===== src/rtl/rv_int_ctrl.sv =====
// Small RISC-V style interrupt controller: 8 synchronized device lines plus an
// optional machine timer (define RV_INT_CTRL_TIMER_EN), fixed-priority arbitration
// and an IDLE/REQ/SERVICE handshake with the core.
module rv_int_ctrl (
    input  logic        clk,
    input  logic        rst,
    input  logic [7:0]  irq_src,
    input  logic        int_claim,
    input  logic        int_complete,
    input  logic        cfg_we,
    input  logic [2:0]  cfg_addr,
    input  logic [31:0] cfg_wdata,
    output logic [31:0] cfg_rdata,
    output logic        INT,
    output logic [3:0]  int_id,
    output logic        busy
);

    typedef enum logic [1:0] {
        S_IDLE,
        S_REQ,
        S_SERVICE
    } state_t;

    localparam logic [2:0] A_ENABLE   = 3'd0;
    localparam logic [2:0] A_EDGE     = 3'd1;
    localparam logic [2:0] A_PENDING  = 3'd2;
    localparam logic [2:0] A_CLAIMED  = 3'd3;
    localparam logic [2:0] A_MTIME    = 3'd4;
    localparam logic [2:0] A_MTIMECMP = 3'd5;

    logic [7:0] r_sync1, r_sync2, r_sync_prev;
    logic [8:0] r_enable;
    logic [7:0] r_edge;
    logic [7:0] r_pend;
    logic [3:0] r_claimed;
    state_t     r_state;
    logic       r_int;
    logic [3:0] r_int_id;
    logic       r_busy;

    state_t     w_state_next;
    logic       w_int_next;
    logic [3:0] w_id_next;
    logic [3:0] w_claimed_next;
    logic       w_busy_next;
    logic       w_claim_take;

    logic       w_wr_enable, w_wr_edge, w_wr_pend;
    logic [7:0] w_rise, w_w1c, w_claim_clr, w_pend_next;
    logic [8:0] w_lvl_mask, w_arb;
    logic [3:0] w_win_id;
    logic       w_timer_pend;
    logic [8:0] w_enable_wdata;

    assign w_wr_enable = cfg_we && (cfg_addr == A_ENABLE);
    assign w_wr_edge   = cfg_we && (cfg_addr == A_EDGE);
    assign w_wr_pend   = cfg_we && (cfg_addr == A_PENDING);

`ifdef RV_INT_CTRL_TIMER_EN
    logic [31:0] r_mtime, r_mtimecmp;

    always_ff @(posedge clk) begin
        if (rst) begin
            r_mtime    <= 32'd0;
            r_mtimecmp <= 32'hFFFF_FFFF;
        end else begin
            // A software write to MTIME wins over the free-running increment.
            if (cfg_we && (cfg_addr == A_MTIME)) r_mtime <= cfg_wdata;
            else                                 r_mtime <= r_mtime + 32'd1;
            if (cfg_we && (cfg_addr == A_MTIMECMP)) r_mtimecmp <= cfg_wdata;
        end
    end

    assign w_timer_pend   = (r_mtime >= r_mtimecmp);
    assign w_enable_wdata = cfg_wdata[8:0];
`else
    logic w_unused_wdata;
    assign w_unused_wdata = ^cfg_wdata[31:8];
    assign w_timer_pend   = 1'b0;
    assign w_enable_wdata = {1'b0, cfg_wdata[7:0]};
`endif

    // Pending update: edge bits latch rises (set beats clear), level bits track the line.
    always_comb begin
        // NOTE: every combinational output gets a default first, so no path leaves it unassigned and no latch is inferred.
        w_claim_clr = 8'd0;
        w_lvl_mask  = 9'd0;
        for (int k = 0; k < 8; k++) begin
            if (w_claim_take && (r_int_id == 4'(k + 1))) w_claim_clr[k] = 1'b1;
            if (r_claimed == 4'(k + 1))                  w_lvl_mask[k]  = ~r_edge[k];
        end
        w_lvl_mask[8] = (r_claimed == 4'd9);
        w_rise        = r_sync2 & ~r_sync_prev;
        w_w1c         = (w_wr_pend ? cfg_wdata[7:0] : 8'd0) & r_edge;
        w_pend_next   = (r_edge & ((r_pend & ~(w_w1c | (w_claim_clr & r_edge))) | w_rise))
                      | (~r_edge & r_sync2);
    end

    assign w_arb = {w_timer_pend, r_pend} & r_enable & ~w_lvl_mask;

    always_comb begin
        w_win_id = 4'd0;
        for (int k = 8; k >= 0; k--) begin
            if (w_arb[k]) w_win_id = 4'(k + 1);
        end
    end

    always_comb begin
        w_state_next   = r_state;
        w_int_next     = r_int;
        w_id_next      = r_int_id;
        w_claimed_next = r_claimed;
        w_busy_next    = r_busy;
        w_claim_take   = 1'b0;
        case (r_state)
            S_IDLE: begin
                if (|w_arb) begin
                    w_state_next = S_REQ;
                    w_int_next   = 1'b1;
                    w_id_next    = w_win_id;
                end else begin
                    w_int_next   = 1'b0;
                    w_id_next    = 4'd0;
                end
            end
            S_REQ: begin
                if (int_claim) begin
                    w_state_next   = S_SERVICE;
                    w_claimed_next = r_int_id;
                    w_int_next     = 1'b0;
                    w_busy_next    = 1'b1;
                    w_claim_take   = 1'b1;
                end else if (!(|w_arb)) begin
                    w_state_next   = S_IDLE;
                    w_int_next     = 1'b0;
                    w_id_next      = 4'd0;
                end else begin
                    w_id_next      = w_win_id;
                end
            end
            S_SERVICE: begin
                // A claim arriving with the complete is dropped; no nesting.
                if (int_complete) begin
                    w_state_next   = S_IDLE;
                    w_claimed_next = 4'd0;
                    w_busy_next    = 1'b0;
                    w_id_next      = 4'd0;
                end
            end
            default: begin
                w_state_next = S_IDLE;
                w_int_next   = 1'b0;
                w_id_next    = 4'd0;
                w_busy_next  = 1'b0;
            end
        endcase
    end

    always_ff @(posedge clk) begin
        if (rst) begin
            r_sync1     <= 8'd0;
            r_sync2     <= 8'd0;
            r_sync_prev <= 8'd0;
            r_enable    <= 9'd0;
            r_edge      <= 8'd0;
            r_pend      <= 8'd0;
            r_claimed   <= 4'd0;
            r_state     <= S_IDLE;
            r_int       <= 1'b0;
            r_int_id    <= 4'd0;
            r_busy      <= 1'b0;
        end else begin
            // NOTE: sequential state uses non-blocking assignments so every flop samples pre-edge values.
            r_sync1     <= irq_src;
            r_sync2     <= r_sync1;
            r_sync_prev <= r_sync2;
            if (w_wr_enable) r_enable <= w_enable_wdata;
            if (w_wr_edge)   r_edge   <= cfg_wdata[7:0];
            r_pend      <= w_pend_next;
            r_claimed   <= w_claimed_next;
            r_state     <= w_state_next;
            r_int       <= w_int_next;
            r_int_id    <= w_id_next;
            r_busy      <= w_busy_next;
        end
    end

    always_comb begin
        cfg_rdata = 32'd0;
        case (cfg_addr)
            A_ENABLE:   cfg_rdata = {23'd0, r_enable};
            A_EDGE:     cfg_rdata = {24'd0, r_edge};
            A_PENDING:  cfg_rdata = {23'd0, w_timer_pend, r_pend};
            A_CLAIMED:  cfg_rdata = {28'd0, r_claimed};
`ifdef RV_INT_CTRL_TIMER_EN
            A_MTIME:    cfg_rdata = r_mtime;
            A_MTIMECMP: cfg_rdata = r_mtimecmp;
`endif
            default:    cfg_rdata = 32'd0;
        endcase
    end

    assign INT    = r_int;
    assign int_id = r_int_id;
    assign busy   = r_busy;

endmodule


===== config.mk =====
export PLATFORM = sky130hd
export DESIGN_NAME = rv_int_ctrl
export DESIGN_NICKNAME = d
export VERILOG_FILES = /design/src/rtl/rv_int_ctrl.sv
export SDC_FILE = /design/constraint.sdc
export NUM_CORES = 1
export LEC_CHECK = 0
export ABC_CLOCK_PERIOD_IN_PS = 4300
export CAP_MARGIN = 10
export CORE_MARGIN = 1
export CORE_UTILIZATION = 50
export CTS_CLUSTER_SIZE = 8
export DETAILED_ROUTE_END_ITERATION = 10
export PLACE_DENSITY = 0.92
export SLEW_MARGIN = 40
export SYNTH_ARGS = -nofsm -noshare
export SYNTH_HDL_FRONTEND = slang
export SYNTH_SLANG_ARGS = --single-unit

===== constraint.sdc =====
create_clock -name clk -period 4.3 [get_ports clk]
set_input_delay 0.645 -clock clk [delete_from_list [all_inputs] [get_ports clk]]
set_output_delay 0.645 -clock clk [all_outputs]
set_load 0.1 [all_outputs]

==> results.tsv <==
metric	value	unit
grtUsageTotal	20.9	%
synth.area.top_cells	dfxtp_1 (43%), nor2b_1 (7.0%), buf_4 (6.5%), nand2_1 (6.1%), mux2i_1 (4.3%)	
hold_viol_final	0	
r2r_setup_slack	2.38	ns
peakVddDrop	0.234	mV
cp_max_fo	13	
dp_cells	400	
setup-violations-final	0	
ys_warn_count	0	
via_count	2247	
port_buffers	37	
fill_cells	457	
path_cells	clkdlybuf4s50_1 -> mux4_1 -> nor2b_1 -> buf_4	
slew_headroom	58.2	%
start_kind	input port	
ios	86	
dieArea	5840	µm²
dp_hpwl	4060	µm
ys_seq_elements	60	
diodes	0	
clkSinkCount	60	
min_period	3.18	ns
cp-end-kind	output pin	
clock_path_buffers	2	
drive_gt1_share	11.6	%
hold_path_end	r_sync2[7]$_SDFF_PP0_	
drtPass1Iterations	4	
gr-total-overflow	0	
status	complete, no violations	
cts_resized	0	
netlist_instances	306	
first_iter_violations	185	
r2r-start	r_claimed[0]$_SDFFE_PP0P_	
ys.flop_type	dfxtp_1	
cap_violations	0	
r2r_end	int_id[3]$_SDFFE_PP0P_	
wl_per_cell	13.6	µm
finalCritPeriodShare	74.0	%
final_max_slew_viol_count	0	
grt_max_degree	63	
min_path_cells	1	
final_cell_area	3260	µm²
htree_levels	3	
slowest_stage	clkdlybuf4s50_1	
rows	26	
yosysMostFrequentCell	dfxtp_1	
cp.required	3.65	ns
slowest_delay	0.86	ns
core	5200	µm²
fin_cells	416	
cts.reportedPaths.clkPinSlew	0.06	ns
finalSetupTns	0	ns
cp_top_family	buffers and inverters	
cp_data_arrival_time	2.54	ns
cts_setup_buffers	0	
fmax	0.314	GHz
crit_buf_inv	2	
crit_type	input port to output pin	
synth_common_cells	dfxtp_1 (60), nand2_1 (45), nor2b_1 (31), nor2_1 (26), buf_4 (24)	
syn_area_per_cell	9.04	µm²
min_path_type	flop to flop	
cts_buffers	9	
drc	0	
finalClockSkew	0.00770	ns
cts-root-buf	clkbuf_8	
r2r_cells	5	
viasPerCell	5.40	
syn_to_final_growth	17.7	%
synth_area_leader_cell	dfxtp_1	
routed_wirelength	5660	µm
p_leak	0.00122	µW
die_x	76.4	µm
hp-start	r_sync1[7]$_SDFF_PP0_	
async_reset_ff_share	0	%
clk_latency	0.33	ns
layout.nets	389	
synth_top_area_share	43.4	%
die_y	76.4	µm
grt_pass1_wl	9520	µm
worst_pin_slew	0.623	ns
first_global_vias	1978	
p_per_area	396	nW/µm²
antenna_found_initial	0	
ctsHoldBuffers	0	
ys_types	48	
start_util	53.2	%
cts_tree	done	
rsz0062_at_grt	false	
postPlaceCellArea	3040	µm²
globalplace.congestion	0.843	
synth_edf_count	0	
ant_nets	0	
synth.cell_area	2770	µm²
yosysSeqAreaShare	43.4	%
power breakdown:
| group | internal [µW] | switching, µW |
|---|---|---|
| combinational | 35.7 | 130 |
| sequential | 570 | 8.20 |
| clock | 339 | 206 |
| total | 945 | 345 |
logic make-up (layout without fill, tap and decap cells):
kind of cell	Yosys count	in the layout	synth area share [%]
buffers and inverters	38	55	8.50
and+or+nand+nor	132	132	24.1
muxes	16	16	7.73
DFF	60	60	43.4
other	1	24	0.135
AOI/OAI and AO/OA	59	59	16.1
state kept, by name (all words and copies together) (netlist names):
signal       flops
r_edge           8
r_enable         8
r_pend           8
r_sync1          8
r_sync2          8
r_sync_prev      8
int_id           4
r_claimed        4
r_state          2
INT              1
busy             1
area by class of cell:
| cell class | count | area [µm²] | area share [%] |
|---|---|---|---|
| multi-input cells | 231 | 1420 | 43.7 |
| flip-flops and latches | 60 | 1200 | 36.9 |
| repair buffers | 38 | 325 | 9.99 |
| clock buffers | 11 | 141 | 4.34 |
| well taps | 70 | 87.6 | 2.69 |
| clock inverters | 5 | 75.1 | 2.31 |
| inverters | 1 | 3.75 | 0.115 |
routing by layer:
metal	wire length [µm]	global-route usage [%]
met3	419	6.35
met1	2520	27.7
met4	118	9.04
met5	0	0
met2	2610	31.3
worst max path at each step:
stage                     start           end  slack, ns  cells past startpoint
floorplan           cfg_addr[0]  cfg_rdata[5]       1.13                      4
global placement    cfg_addr[1]  cfg_rdata[0]       1.13                      4
detailed placement  cfg_addr[1]  cfg_rdata[0]       1.09                      4
CTS                 cfg_addr[1]  cfg_rdata[0]       1.09                      4
global route        cfg_addr[1]  cfg_rdata[0]       1.02                      4
finish              cfg_addr[1]  cfg_rdata[0]       1.12                      4
metrics by stage:
step	util [%]	worst slack, ns	power [µW]	hold WS [ns]
after floorplan	-	1.13	739	0.414
after global placement	58.8	1.13	754	0.416
after detailed placement	58.4	1.09	757	0.424
after CTS	62.6	1.09	1300	0.440
after global routing	62.6	1.02	1340	0.462
final	62.6	1.12	1290	0.441
layout by cell type, fill, tap and decap left out, types with 6 or more instances in the layout:
master / synthesis / final
dfxtp_1: 60 / 60
nand2_1: 45 / 45
nor2b_1: 31 / 31
nor2_1: 26 / 26
conb_1: 1 / 24
clkdlybuf4s50_1: 0 / 22
a21oi_1: 16 / 16
mux2i_1: 12 / 12
clkbuf_8: 0 / 10
buf_4: 24 / 10
nand2b_1: 7 / 7
a211oi_1: 7 / 7
buf_2: 2 / 6
No activity file was read; power rests on OpenSTA's default activity.
==> patch, RTL diff (same flow settings) <==
The 3 states of `state_t` get a one-hot encoding in 3 bits.
--- a/src/rtl/rv_int_ctrl.sv
+++ b/src/rtl/rv_int_ctrl.sv
@@ -16,10 +16,10 @@
     output logic        busy
 );
 
-    typedef enum logic [1:0] {
-        S_IDLE,
-        S_REQ,
-        S_SERVICE
+    typedef enum logic [2:0] {
+        S_IDLE    = 3'b001,
+        S_REQ     = 3'b010,
+        S_SERVICE = 3'b100
     } state_t;
 
     localparam logic [2:0] A_ENABLE   = 3'd0;
Behaviour: same outputs for any inputs over 4 cycles, from zero or initial values and one cycle with rst high; so few cycles prove little.
==> patch against the original RTL <==
  * Worst setup slack improved by 0.0016 ns
  * Cell area up 1.8%
  * First-iteration DRC count rose by 16%
  * Total power is 5.5% higher
  * Synthesized area rose by 0.90%
  * Sequential cell count rose by 1
  * Maximum frequency about the same
  * Wire length grew 4.9%
  * Worst hold slack got worse by 0.0099 ns
  * Critical path type unchanged
  * Largest cell class unchanged
  * Largest power group is now the clock network
  * Highest routed layer unchanged
==> patch: results (changes against the original RTL) <==
share of layout cells above drive strength 1 0.134 (+0.0183); Commonest cells post-synth dfxtp_1 (61), nand2_1 (43), nor2b_1 (31), nor2_1 (30), buf_4 (24); GRT Total Usage 0.218 (+0.00955); Comb power frac 0.123 (-0.006); CTS root buf clkbuf_8; M3 GR Usage 0.0643 (+0.000813); Max clock buf depth 2 (unchanged); Met3 Wirelength 518 um (+24%); status complete, no violations; main area contributors after synthesis dfxtp_1 (44%), nor2b_1 (6.9%), buf_4 (6.5%); vias in the first global route 2,144 (+8.4%); Final #Nets 394 (+1.3%); DR iter-0 viols 215 (+16%); crit-path max cell delay 0.90 ns (+0.04 ns); via count 2,325 (+3.5%); first-pass GRT wire length 10,000 um (+5.1%); gp weighted congestion 0.847 (+0.38%); clk pwr 606 uW (+11%); routed len/inst 14.1 um (+3.7%); library cells used by synthesis 40 (-17%); GR Util met2 0.331 (+0.0186); met2 WL 2720 um (+4.2%); antenna violations before repair 0 (unchanged); P_sw 362 uW (+5.0%); GR Util met1 0.274 (-0.00237); Lkg Pwr 1.25 nW (+2.0%); FILL cells 445 (-2.6%); wl on met1 2520 um (+0.20%); post-synthesis sequential area ratio 0.437 (+0.00328); largest net degree at the start of global routing 63 (unchanged); family with the most delay on the worst path buffers and inverters; Clock Skew 0.00442 ns (-0.00328 ns); Peak VDD IR 0.223 mV (-4.7%)
-- patch: cell count changes in the layout (fill, tap and decap cells not counted), moves of 2 or more --
cell,delta
nand2_1,-2
a211oi_1,-2
o41ai_1,-2
nor4_1,+4
a32oi_1,+2
o311ai_1,-5
o311ai_2,+3
nand3_1,-2
a21o_1,+2
nor2_1,+4
-- patch: area by class of cell --
class | count | area, um^2 | share of cell area
Tap cell | 70 | 87.6 | 0.0264
Timing Repair Buffer | 38 | 325 | 0.0982
Multi-Input combinational cell | 236 | 1440 | 0.435
Clock buffer | 9 | 124 | 0.0374
Sequential cell | 61 | 1220 | 0.368
Clock inverter | 7 | 114 | 0.0344
-- patch: path summary, 6_finish.rpt --
path / startpoint / to / slack, ns / cells past startpoint
hold / removal: r_sync1[1]$_SDFF_PP0_ / r_sync2[1]$_SDFF_PP0_ / 0.43 / 1
hold reg to reg: r_sync1[1]$_SDFF_PP0_ / r_sync2[1]$_SDFF_PP0_ / 0.43 / 1
setup / recovery: cfg_addr[1] / cfg_rdata[0] / 1.12 / 4
setup reg to reg: r_claimed[3]$_SDFFE_PP0P_ / int_id[0]$_SDFFE_PP0P_ / 2.13 / 6
-- patch: kinds of logic (layout without fill, tap and decap cells) --
kind of cell	count (synthesis)	after routing	share of synthesized area
and+or+nand+nor	138	138	0.250
buffers and inverters	36	54	0.0806
muxes	16	16	0.0753
DFF	61	61	0.437
AOI/OAI and AO/OA	58	58	0.155
other	1	24	0.00134
-- patch: through the flow --
step,util,cell area (um^2),setup WS (ns),power [mW],std cells
6_report,0.633,3310,1.12,1.36,421
5_1_grt,0.633,3310,1.01,1.40,421
4_1_cts,0.633,3310,1.11,1.37,421
3_5_place_dp,0.587,3080,1.11,0.766,405
3_3_place_gp,0.591,3090,1.15,0.764,405
2_1_floorplan,-,2880,0.948,0.748,333
